File: src/rtl/mmio_store_sink.sv
// mmio_store_sink
// Memory-mapped store responder on the core's data-write interface.
// A 16-byte window at BASE_ADDR holds four word registers:
//   +0x0 DATA  : push WriteData into a first-word-fall-through FIFO
//   +0x4 DONE  : first write sets done and latches exit_code
//   +0x8 CLEAR : flush FIFO, clear overflow and store_count
//   +0xC reserved
// Ports:
//   clk, reset (sync, active-low)
//   MemWrite, DataAdr, WriteData      : core store interface
//   out_valid, out_ready, out_data    : FIFO drain stream
//   fifo_level                        : current occupancy
//   overflow                          : sticky, a DATA store was dropped
//   store_count                       : accepted DATA stores, saturating
//   done, exit_code                   : sticky completion flag and code
// Optional macro STORE_SINK_TIMESTAMP_EN adds out_ts: the free-running cycle
// count captured when the head entry was pushed.
module mmio_store_sink #(
  parameter logic [31:0] BASE_ADDR = 32'h0000_0100,
  parameter int unsigned DEPTH     = 8,
  parameter int unsigned CNT_W     = 16
) (
  input  logic                     clk,
  input  logic                     reset,
  input  logic                     MemWrite,
  input  logic [31:0]              DataAdr,
  input  logic [31:0]              WriteData,
  output logic                     out_valid,
  input  logic                     out_ready,
  output logic [31:0]              out_data,
  output logic [$clog2(DEPTH):0]   fifo_level,
  output logic                     overflow,
  output logic [CNT_W-1:0]         store_count,
  output logic                     done,
  output logic [31:0]              exit_code
`ifdef STORE_SINK_TIMESTAMP_EN
  ,
  output logic [31:0]              out_ts
`endif
);

  localparam int unsigned AW = $clog2(DEPTH);
  localparam int unsigned PW = AW + 1;

  typedef enum logic [1:0] {
    REG_DATA  = 2'd0,
    REG_DONE  = 2'd1,
    REG_CLEAR = 2'd2,
    REG_RSVD  = 2'd3
  } regSel_t;

  logic [31:0]   mem [DEPTH];
  logic [PW-1:0] wrPtr;
  logic [PW-1:0] rdPtr;
  logic [PW-1:0] level;

  logic          hit;
  regSel_t       regSel;
  logic          isData;
  logic          isDone;
  logic          isClear;
  logic          pop;
  logic          full;
  logic          pushOk;
  logic          pushDrop;

  // Decode
  always_comb begin
    hit      = MemWrite && (DataAdr[31:4] == BASE_ADDR[31:4]) && (DataAdr[1:0] == 2'b00);
    regSel   = regSel_t'(DataAdr[3:2]);
    isData   = hit && (regSel == REG_DATA);
    isDone   = hit && (regSel == REG_DONE);
    isClear  = hit && (regSel == REG_CLEAR);
    level    = wrPtr - rdPtr;
    full     = (level == PW'(DEPTH));
    pop      = out_valid && out_ready;
    // A simultaneous pop frees the slot, so a push to a full FIFO still lands.
    pushOk   = isData && (!full || pop);
    pushDrop = isData && full && !pop;
  end

  // FIFO storage and pointers
  always_ff @(posedge clk) begin
    if (!reset) begin
      wrPtr <= '0;
      rdPtr <= '0;
      for (int unsigned i = 0; i < DEPTH; i++) mem[i] <= '0;
    end else if (isClear) begin
      // Flush takes priority over any pop in the same cycle.
      wrPtr <= '0;
      rdPtr <= '0;
    end else begin
      if (pushOk) begin
        mem[wrPtr[AW-1:0]] <= WriteData;
        wrPtr              <= wrPtr + PW'(1);
      end
      if (pop) rdPtr <= rdPtr + PW'(1);
    end
  end

  // Status counters and flags
  always_ff @(posedge clk) begin
    if (!reset) begin
      overflow    <= 1'b0;
      store_count <= '0;
      done        <= 1'b0;
      exit_code   <= '0;
    end else begin
      if (isClear) begin
        overflow    <= 1'b0;
        store_count <= '0;
      end else begin
        if (pushDrop) overflow <= 1'b1;
        if (pushOk && (store_count != '1)) store_count <= store_count + CNT_W'(1);
      end
      if (isDone && !done) begin
        done      <= 1'b1;
        exit_code <= WriteData;
      end
    end
  end

  always_comb begin
    out_valid  = (wrPtr != rdPtr);
    out_data   = out_valid ? mem[rdPtr[AW-1:0]] : '0;
    fifo_level = level;
  end

`ifdef STORE_SINK_TIMESTAMP_EN
  logic [31:0] cycleCnt;
  logic [31:0] tsMem [DEPTH];

  always_ff @(posedge clk) begin
    if (!reset) begin
      cycleCnt <= '0;
      for (int unsigned i = 0; i < DEPTH; i++) tsMem[i] <= '0;
    end else begin
      cycleCnt <= cycleCnt + 32'd1;
      if (pushOk && !isClear) tsMem[wrPtr[AW-1:0]] <= cycleCnt;
    end
  end

  always_comb begin
    out_ts = out_valid ? tsMem[rdPtr[AW-1:0]] : '0;
  end
`endif

endmodule
File: config.mk
export PLATFORM = sky130hd
export DESIGN_NAME = mmio_store_sink
export DESIGN_NICKNAME = d
export VERILOG_FILES = /design/src/rtl/mmio_store_sink.sv
export SDC_FILE = /design/constraint.sdc
export NUM_CORES = 1
export LEC_CHECK = 0
export CELL_PAD_IN_SITES_DETAIL_PLACEMENT = 0
export CELL_PAD_IN_SITES_GLOBAL_PLACEMENT = 1
export CORE_MARGIN = 2
export CORE_UTILIZATION = 51
export CTS_BUF_LIST = sky130_fd_sc_hd__clkbuf_2 sky130_fd_sc_hd__clkbuf_4 sky130_fd_sc_hd__clkbuf_8
export CTS_CLUSTER_SIZE = 14
export DETAILED_ROUTE_END_ITERATION = 6
export PLACE_DENSITY = 0.94
export SYNTH_ARGS = -nofsm -noshare
export SYNTH_HDL_FRONTEND = slang
export SYNTH_SLANG_ARGS = --single-unit
File: constraint.sdc
create_clock -name clk -period 12.4 [get_ports clk]
set_input_delay 1.86 -clock clk [delete_from_list [all_inputs] [get_ports clk]]
set_output_delay 1.86 -clock clk [all_outputs]
set_load 0.03 [all_outputs]
==> out/metrics.yaml, run 1 <==
outcome:
  outcome: "complete, no violations"
clock_network:
  clock_path_buffers: 3
  root_buffer: "clkbuf_8"
  numCtsBuffers: 51
  cts_sinks: 317
  clk_latency_ns: 0.56
  htreeDepth: 2
  cts_resized: 0
  cts_hold_buf: 0
  clk_pin_slew_ns: 0.06
  postCtsSetupBuffers: 0
  tritoncts: "done"
synth:
  synth_edf_count: 256
  yosys_warnings: 0
  synthesis.area_um2: 13900
  synth_area_leader_cell: "edfxtp_1"
  synth_top_cell_area_share_pct: 55.2
  synthTopCellsByCount: "nor2_1, edfxtp_1, nand2_1, mux4_2, dfxtp_1"
  synthFlopType: "edfxtp_1"
  postSynthAreaPerCell_um2: 12.5
  synth.top_cells.by_area: "edfxtp_1, mux4_2, dfxtp_1, nor2_1, nand2_1"
  synth-seq-cells: 317
  yosysMostFrequentCell: "nor2_1"
  yosys.cell_types.count: 44
  async_flop_share_pct: 0
  synth.net_count: 1193
  synth_cells: 1118
  seq_area_frac_synth_pct: 64.0
place:
  portBuffers: 154
  dp_cells: 1556
  dpl.hpwl_mm: 19.9
  routabilityCongestion: 0.801
routing:
  drc: 0
  first_pass_iters: 6
  ant_nets: 0
  wirelength_mm: 34.0
  drtIter0Drc: 786
  wire_per_inst_um: 20.6
  vias: 9583
  vias_per_cell: 5.81
final_layout:
  final_cells: 1650
  seq_area_um2: 8920
  diodes: 0
  multi_input_area_um2: 4730
  n_fill_cell: 1988
  drive_above_1_share_pct: 14.5
  nets: 1343
  area_growth_pct: 21.4
  utilization_pct: 62.9
critical_path:
  critPathSlowestCell: "dfxtp_4"
  path_class: "reg -> out"
  critical_path_arrival_ns: 3.63
  r2r_start: "wrPtr[1]"
  critPathRequiredTime_ns: 10.54
  path_max_fanout: 34
  critical_path.startpoint_type: "flip-flop"
  slowest_delay_ns: 0.76
  crit_path_end_kind: "output port"
  path_cells: "buf_4 > mux4_2 > mux2i_1 > nor2_1 > clkdlybuf4s50_1"
sta:
  max_freq_mhz: 182
  setup_violations: 0
  final.period_utilization_pct: 44.3
  period_needed_ns: 5.49
  holdWs_ns: 0.456
  maxSlewHeadroom_pct: 28.0
  finalSetupTns_ns: 0
  rsz0062_at_grt: "false"
  fin_skew_ns: 0.0104
  worst_pin_slew_ns: 1.08
  drv_slew: 0
  hold_viol: 0
floorplan:
  initial_utilization_pct: 51.8
  die_width_um: 169
  die_height_um: 169
  ioPinCount: 155
  rows: 60
  core_area_um2: 26900
  die_area_um2: 28600
global_routing:
  overflow: 0
  grt_pass1_vias: 9991
  track_usage_pct: 24.2
  grt_first_pass_wirelength_mm: 53.1
  antenna_found_initial: 0
  grt_max_degree: 65
power:
  finalPower_w: 0.00223
  p_leak_nw: 5.41
  ir_drop_mv: 0.0792
  clkPwrFrac_pct: 42.4
  p_comb_share_pct: 3.9
  p_sw_w: 0.000465
  powerDensity_nw_per_um2: 132
  pwr-share-seq_pct: 53.7
  p_int_w: 0.00176
  power_switching_share_pct: 20.9
job:
  max_cap_viol_count: 0
hold_path:
  hp-start: "exit_code[1]"
  holdCritPathClass: "reg -> reg"
## cell usage in the layout, fill, tap and decap left out, drive strengths merged, types with 2 or more instances in the layout
cell type and n:
clkbuf 69, ha 6, and4 5, edfxtp 256, o21a 4, clkinv 21, buf 20, clkinvlp 2
mux2i 33, nand3 15, and3 5, dfxtp 61, nand4b 4, o21ai 12, or4 13, clkdlybuf4s50 154
nor2 301, nor3 4, nor3b 2, o31ai 15, xnor2 2, or3 2, inv 10, nand3b 2
nor2b 2, bufinv 4, nor4 8, xor2 3, nand4 12, mux4 64, nand2 136, a21oi 53
## cells by family after synthesis
kind of cell	Yosys count	synth area share, %
compound gates	88	3.62
buf+inv	89	2.78
mux	97	12.7
simple gates	515	15.8
fa+ha+maj	7	0.683
xor+xnor	5	0.369
flops	317	64.0
## worst paths after layout
path / to / slack (ns) / cells past startpoint
setup / recovery: out_data[10] / 6.91 / 5
hold / removal: exit_code[1] / 0.46 / 2
setup reg to reg: mem[0][18] / 8.23 / 8
hold reg to reg: exit_code[1] / 0.46 / 2
## state kept, by name, summed over array words and instances (netlist names), named ones only
| name | cells |
|---|---|
| exit_code | 32 |
| mem | 256 |
| overflow | 1 |
| wrPtr | 4 |
| done | 1 |
| store_count | 16 |
| rdPtr | 4 |
## routing by layer
| metal | part of all wire [%] | wire length (µm) | global-route usage (%) | vias to the layer above |
|---|---|---|---|---|
| met5 | 0 | 0 | 0 | - |
| met4 | 2.4 | 824 | 8.21 | 0 |
| met3 | 9.5 | 3220 | 5.62 | 71 |
| met2 | 50 | 16900 | 41.2 | 502 |
| met1 | 38 | 13100 | 30.9 | 4658 |
| li1 | - | - | - | 4352 |
## per-stage QoR
| stage | instance area (µm²) | setup slack (ns) |
|---|---|---|
| 6_report | 16900 | 6.91 |
| 5_1_grt | 16900 | 6.67 |
| 4_1_cts | 16900 | 6.82 |
| 3_5_place_dp | 15800 | 6.89 |
| 3_3_place_gp | 15800 | 6.93 |
| 2_1_floorplan | 13900 | 6.69 |
## worst max-delay path: cells and delay by family (launching register included)
kind	cells	cell delay (ns)
muxes	2	0.89
buffers and inverters	2	1.33
and+or+nand+nor	1	0.08
DFF	1	0.76
## power by group through the flow
stage          Combinational (W)  Clock, W  Sequential, W
6_report               0.0000859  0.000945        0.00120
4_1_cts                0.0000861  0.000956        0.00120
5_1_grt                0.0000916   0.00100        0.00120
2_1_floorplan          0.0000377         0        0.00122
3_5_place_dp           0.0000858         0        0.00122
3_3_place_gp           0.0000847         0        0.00122
## cell type report
cell class / count / area share [%]
Multi-Input combinational cell: 712 / 28.0
Tap cell: 341 / 2.52
Timing Repair Buffer: 174 / 10.0
Clock buffer: 69 / 5.14
Sequential cell: 317 / 52.8
Clock inverter: 25 / 1.27
Inverter: 12 / 0.267
No activity file was read; power rests on OpenSTA's default activity.
==> run 2, diff against run 1 <==
CORE_UTILIZATION = 43   (was 51)
PLACE_DENSITY = 0.85   (was 0.94)
clock period = 4.8 ns   (was 12.4 ns; I/O delays follow)
==> run 2 against run 1 <==
  * Die area rose by 18%
  * Flip-flop and latch count did not move
  * Power rose to 2.5 times the previous value
  * Setup slack got worse by 5.9 ns
  * Global-route usage fell by 2.9 points
  * Register-to-register slack got worse by 7.0 ns
  * Critical path type unchanged
  * Critical endpoint is now out_data[15]
==> out/metrics.yaml, run 2 (synthesis results as in run 1) <==
routing:
  vias: 9531  # -0.54%
  drc: 0  # unchanged
  first_pass_iters: 5  # -1
  wirelength_mm: 35.3  # +4.0%
  drtIter0Drc: 811  # +3.2%
  ant_nets: 0  # unchanged
  vias_per_cell: 5.53  # -4.8%
  wire_per_inst_um: 20.5  # -0.47%
global_routing:
  overflow: 0  # unchanged
  antenna_found_initial: 1  # +1
  grt_pass1_vias: 10000  # +0.24%
  grt_first_pass_wirelength_mm: 55.3  # +4.1%
  grt_max_degree: 45  # -31%
  track_usage_pct: 21.3  # -2.9 points
critical_path:
  path_cells: "ha_1 > nand3_1 > nor2_4 > buf_4 > nor2_1 > clkdlybuf4s50_1"
  crit_path_end_kind: "output port"
  critPathRequiredTime_ns: 4.08  # -6.46 ns
  slowest_delay_ns: 0.59  # -0.17 ns
  reg2reg_depth: 8  # unchanged
  path_buf_inv: 2  # unchanged
  critPathSlowestCell: "clkdlybuf4s50_1"
  critical_path.startpoint_type: "flip-flop"
  path_class: "reg -> out"
  critPathTopFamily: "buffers and inverters"
  path_depth: 6  # +1
  critical_path_arrival_ns: 3.11  # -0.52 ns
  path_max_fanout: 16  # -53%
clock_network:
  tritoncts: "done"
  clock_path_buffers: 3  # unchanged
  root_buffer: "clkbuf_8"
  cts_hold_buf: 0  # unchanged
  cts_resized: 0  # unchanged
  clk_pin_slew_ns: 0.06  # about the same
  cts_sinks: 317  # unchanged
  htreeDepth: 2  # unchanged
  numCtsBuffers: 51  # unchanged
  clk_latency_ns: 0.57  # about the same
  postCtsSetupBuffers: 0  # unchanged
outcome:
  outcome: "complete, no violations"
sta:
  period_needed_ns: 3.83
  worst_pin_slew_ns: 1.12  # +0.0415 ns
  drv_slew: 0  # unchanged
  max_freq_mhz: 261
  rsz0062_at_grt: "false"
  maxSlewHeadroom_pct: 25.2  # -2.8 points
  final.period_utilization_pct: 79.8
  finalSetupTns_ns: 0  # unchanged
  setup_violations: 0  # unchanged
  fin_skew_ns: 0.0318  # +0.0213 ns
  hold_viol: 0  # unchanged
  holdWs_ns: 0.453  # -0.00334 ns
job:
  max_cap_viol_count: 0  # unchanged
floorplan:
  die_height_um: 184  # +8.7%
  rows: 65  # +8.3%
  die_width_um: 184  # +8.7%
  die_area_um2: 33800  # +18%
  initial_utilization_pct: 43.9  # -7.9 points
  ioPinCount: 155  # unchanged
  core_area_um2: 31700  # +18%
final_layout:
  largest_reg_flops: 256  # unchanged
  final_cell_mix: "nor2_1, edfxtp_1, nand2_1, clkdlybuf4s50_1, mux4_2"
  nets: 1355  # +0.89%
  top_register: "mem"
  area_growth_pct: 22.2
  drive_above_1_share_pct: 17.9  # +3.4 points
  reg_top3: "mem: 256 flops, exit_code: 32 flops, store_count: 16 flops"
  layout_commonest_cell: "nor2_1"
place:
  routabilityCongestion: 0.770  # -3.9%
  portBuffers: 154  # unchanged
  dpl.hpwl_mm: 22.3  # +12%
hold_path:
  worstHoldPathCells: 2  # unchanged
  holdCritPathClass: "reg -> reg"
power:
  ir_drop_mv: 0.187  # +140%
  powerDensity_nw_per_um2: 329  # +150%
  p_leak_nw: 5.54  # +2.4%
==> run 2: routing by layer <==
layer / vias to the layer above / track usage [%] / part of all wire [%]
li1: 4372 / - / -
met5: - / 0 / 0
met1: 4740 / 27.6 / 40
met3: 50 / 4.42 / 8.2
met4: 0 / 5.73 / 1.9
met2: 369 / 36.5 / 50
==> run 2: metrics by stage <==
step / utilization, % / total power (W) / setup WS [ns] / instances / cell area (µm²)
after floorplan: - / 0.00324 / -0.332 / 1118 / 13900
after global placement: 50.5 / 0.00337 / 1.12 / 1629 / 16000
after detailed placement: 50.5 / 0.00338 / 1.09 / 1629 / 16000
after CTS: 53.6 / 0.00564 / 0.910 / 1723 / 17000
after global routing: 53.6 / 0.00579 / 0.801 / 1723 / 17000
final: 53.6 / 0.00560 / 0.968 / 1724 / 17000
==> run 2: worst paths after layout <==
kind | start | end | slack (ns)
hold / removal | exit_code[13] | exit_code[13] | 0.45
hold reg to reg | exit_code[13] | exit_code[13] | 0.45
setup reg to reg | wrPtr[1] | mem[4][18] | 1.21
setup / recovery | wrPtr[2] | out_data[15] | 0.97
==> run 2: worst reg2reg max path, stage by stage (launching register included) <==
cell and delay, ns:
dfxtp_1 0.59, inv_1 0.15, fa_1 0.45, xor2_1 0.17, and3_1 0.20, nand4b_1 0.30, nand3_1 0.43, o21ai_4 0.45
buf_4 0.47
==> run 2: layout make-up <==
class                      instances  area, µm²
fill                            2692      14700
sequential                       317       8920
multi-input combinational        712       4730
timing repair buffer             186       1810
clock buffer                      76        908
tap                              402        503
clock inverter                    18       90.1
inverter                          12       45.0
antenna                            1       2.50
==> run 2: report_power, final <==
part           switching, W  internal (W)
clock               0.00106       0.00122
combinational      0.000125      0.000104
sequential        0.0000284       0.00306
==> run 3, diff against run 2 <==
CORE_UTILIZATION = 47   (was 43)
PLACE_DENSITY = 0.88   (was 0.85)
clock period = 4 ns   (was 4.8 ns; I/O delays follow)
==> run 3 against run 2 <==
  * Power is 20% higher
  * Sequential share of layout area is 0.30 points lower
  * Final area is 0.57% higher
  * Clock-buffer cell count is 6 lower
  * Die area is 8.3% lower
  * Wire length is 5.1% lower
  * Critical path depth stayed put
  * Core utilization is 4.6 points higher
  * Worst hold slack better by 0.0014 ns
  * Via count is 1.3% lower
  * Critical endpoint is now out_data[13]
  * Largest cell class unchanged
==> out/metrics.yaml, run 3 (synthesis results as in run 1) <==
outcome:
  outcome: "complete, no violations"
final_layout:
  utilization_pct: 58.2  # +4.6 points
  area_growth_pct: 22.9
  drive_above_1_share_pct: 16.9  # -1.0 points
  largest_reg_flops: 256  # unchanged
  diodes: 0  # -1
  n_fill_cell: 2311  # -14%
  final_cell_mix: "nor2_1, edfxtp_1, nand2_1, clkdlybuf4s50_1, mux4_2"
  reg_top3: "mem: 256 flops, exit_code: 32 flops, store_count: 16 flops"
  layout_commonest_cell: "nor2_1"
  nets: 1356  # +0.074%
  top_register: "mem"
job:
  max_cap_viol_count: 0  # unchanged
place:
  dpl.hpwl_mm: 20.9  # -6.3%
  portBuffers: 154  # unchanged
  routabilityCongestion: 0.777  # +0.96%
global_routing:
  antenna_found_initial: 0  # -1
  grt_max_degree: 65  # +44%
  grt_pass1_vias: 9653  # -3.6%
  track_usage_pct: 22.2  # +0.91 points
  overflow: 0  # unchanged
  grt_use_met2_pct: 38.3  # +1.8 points
  use_met1_pct: 28.7  # +1.2 points
  grt_first_pass_wirelength_mm: 52.8  # -4.4%
  use_met3_pct: 4.26  # -0.15 points
  grt.busiest_layer: "met2"
sta:
  holdWs_ns: 0.454  # +0.00142 ns
  period_needed_ns: 3.48
  maxSlewHeadroom_pct: 41.5  # +16 points
  max_freq_mhz: 288
  fin_skew_ns: 0.0209  # -0.0109 ns
  rsz0062_at_grt: "false"
  drv_slew: 0  # unchanged
  setup_violations: 0  # unchanged
  worst_pin_slew_ns: 0.877  # -0.245 ns
  final.period_utilization_pct: 87.0
  hold_viol: 0  # unchanged
routing:
  wirelength_mm: 33.5  # -5.1%
  vias_per_cell: 5.50  # -0.59%
  drtIter0Drc: 796  # -1.8%
  vias: 9409  # -1.3%
  wire_per_inst_um: 19.6  # -4.5%
  drc: 0  # unchanged
  ant_nets: 0  # unchanged
  first_pass_iters: 5  # unchanged
floorplan:
  ioPinCount: 155  # unchanged
  core_area_um2: 29400  # -7.3%
  die_height_um: 176  # -4.3%
  rows: 63  # -3.1%
  initial_utilization_pct: 47.4  # +3.5 points
  die_width_um: 176  # -4.3%
  die_area_um2: 31000  # -8.3%
power:
  ir_drop_mv: 0.276  # +48%
  finalPower_w: 0.00674  # +20%
  powerDensity_nw_per_um2: 394  # +20%
  p_leak_nw: 5.55  # +0.16%
critical_path:
  cp-endpoint: "out_data[13]"
  critical_path_arrival_ns: 2.88  # -0.23 ns
  path_max_fanout: 14  # -2
  rrSetupSlack_ns: 0.67  # -0.54 ns
  path_class: "reg -> out"
  critical_path.startpoint_type: "flip-flop"
  critPathLaunch: "wrPtr[2]"
  r2r_start: "wrPtr[0]"
  path_cells: "ha_1 > nand3_1 > nor2_4 > buf_4 > nor2_1 > clkdlybuf4s50_1"
  critPathRequiredTime_ns: 3.40  # -0.68 ns
  r2r-end: "mem[0][3]"
  crit_path_end_kind: "output port"
  critPathSlowestCell: "clkdlybuf4s50_1"
  slowest_delay_ns: 0.73  # +0.14 ns
  reg2reg_depth: 9  # +1
clock_network:
  clk_pin_slew_ns: 0.06  # about the same
  htreeDepth: 2  # unchanged
  clk_latency_ns: 0.56  # about the same
  clock_path_buffers: 3  # unchanged
  cts_resized: 0  # unchanged
  postCtsSetupBuffers: 0  # unchanged
  tritoncts: "done"
  numCtsBuffers: 50  # -2.0%
  cts_hold_buf: 0  # unchanged
  cts_sinks: 317  # unchanged
  root_buffer: "clkbuf_8"
hold_path:
  holdCritPathClass: "reg -> reg"
[run 3: cell count changes in the layout (fill, tap and decap cells not counted), moves of 2 or more]
cell             previous run  this run
buf_12                      8        13
buf_4                      53        41
bufinv_16                   0         2
clkbuf_4                   22        17
clkdlybuf4s50_1           125       134
clkinv_1                    8        14
clkinv_2                   10         7
clkinvlp_4                  0         2
inv_6                       2         0
[run 3: how the worst min path moves through the flow]
stage	to	startpoint	slack, ns	cells past startpoint
final	exit_code[7]	exit_code[7]	0.45	2
after global routing	exit_code[2]	exit_code[2]	0.47	2
after CTS	exit_code[7]	exit_code[7]	0.46	2
after detailed placement	exit_code[7]	exit_code[7]	0.45	2
after global placement	exit_code[15]	exit_code[15]	0.44	2
after floorplan	wrPtr[3]	wrPtr[3]	0.48	2
[run 3: routing by layer]
layer	part of all wire, %	routed length [µm]	vias up
met4	2.1	687	0
met3	8.0	2660	52
met1	40	13300	4595
li1	-	-	4374
met2	50	16800	388
met5	0	0	-
[run 3: through the flow]
stage	setup TNS, ns	area (µm²)	instances	worst slack (ns)
after floorplan	-60.60	13900	1118	-0.278
after global placement	0	16100	1619	0.424
after detailed placement	0	16100	1619	0.335
after CTS	0	17100	1712	0.488
after global routing	0	17100	1712	0.379
final	0	17100	1712	0.522
[run 3: area by class of cell]
cell class	count	area, µm²	share of cell area [%]
sequential	317	8920	52.1
multi-input combinational	712	4740	27.7
timing repair buffer	188	1910	11.2
clock buffer	70	857	5.01
tap	390	488	2.85
clock inverter	23	155	0.907
inverter	12	45.0	0.263
[run 3: worst max-delay path, delay by kind of cell, from the launching register on]
| family | cells | cell delay, ns |
|---|---|---|
| buffers and inverters | 2 | 0.93 |
| flip-flops | 1 | 0.59 |
| adder cells (fa/ha/maj) | 1 | 0.36 |
| AND/OR/NAND/NOR | 3 | 0.43 |
[run 3: power by group]
| group | internal [W] | switching (W) |
|---|---|---|
| Sequential | 0.00368 | 0.0000336 |
| Combinational | 0.000124 | 0.000145 |
| Clock | 0.00152 | 0.00124 |
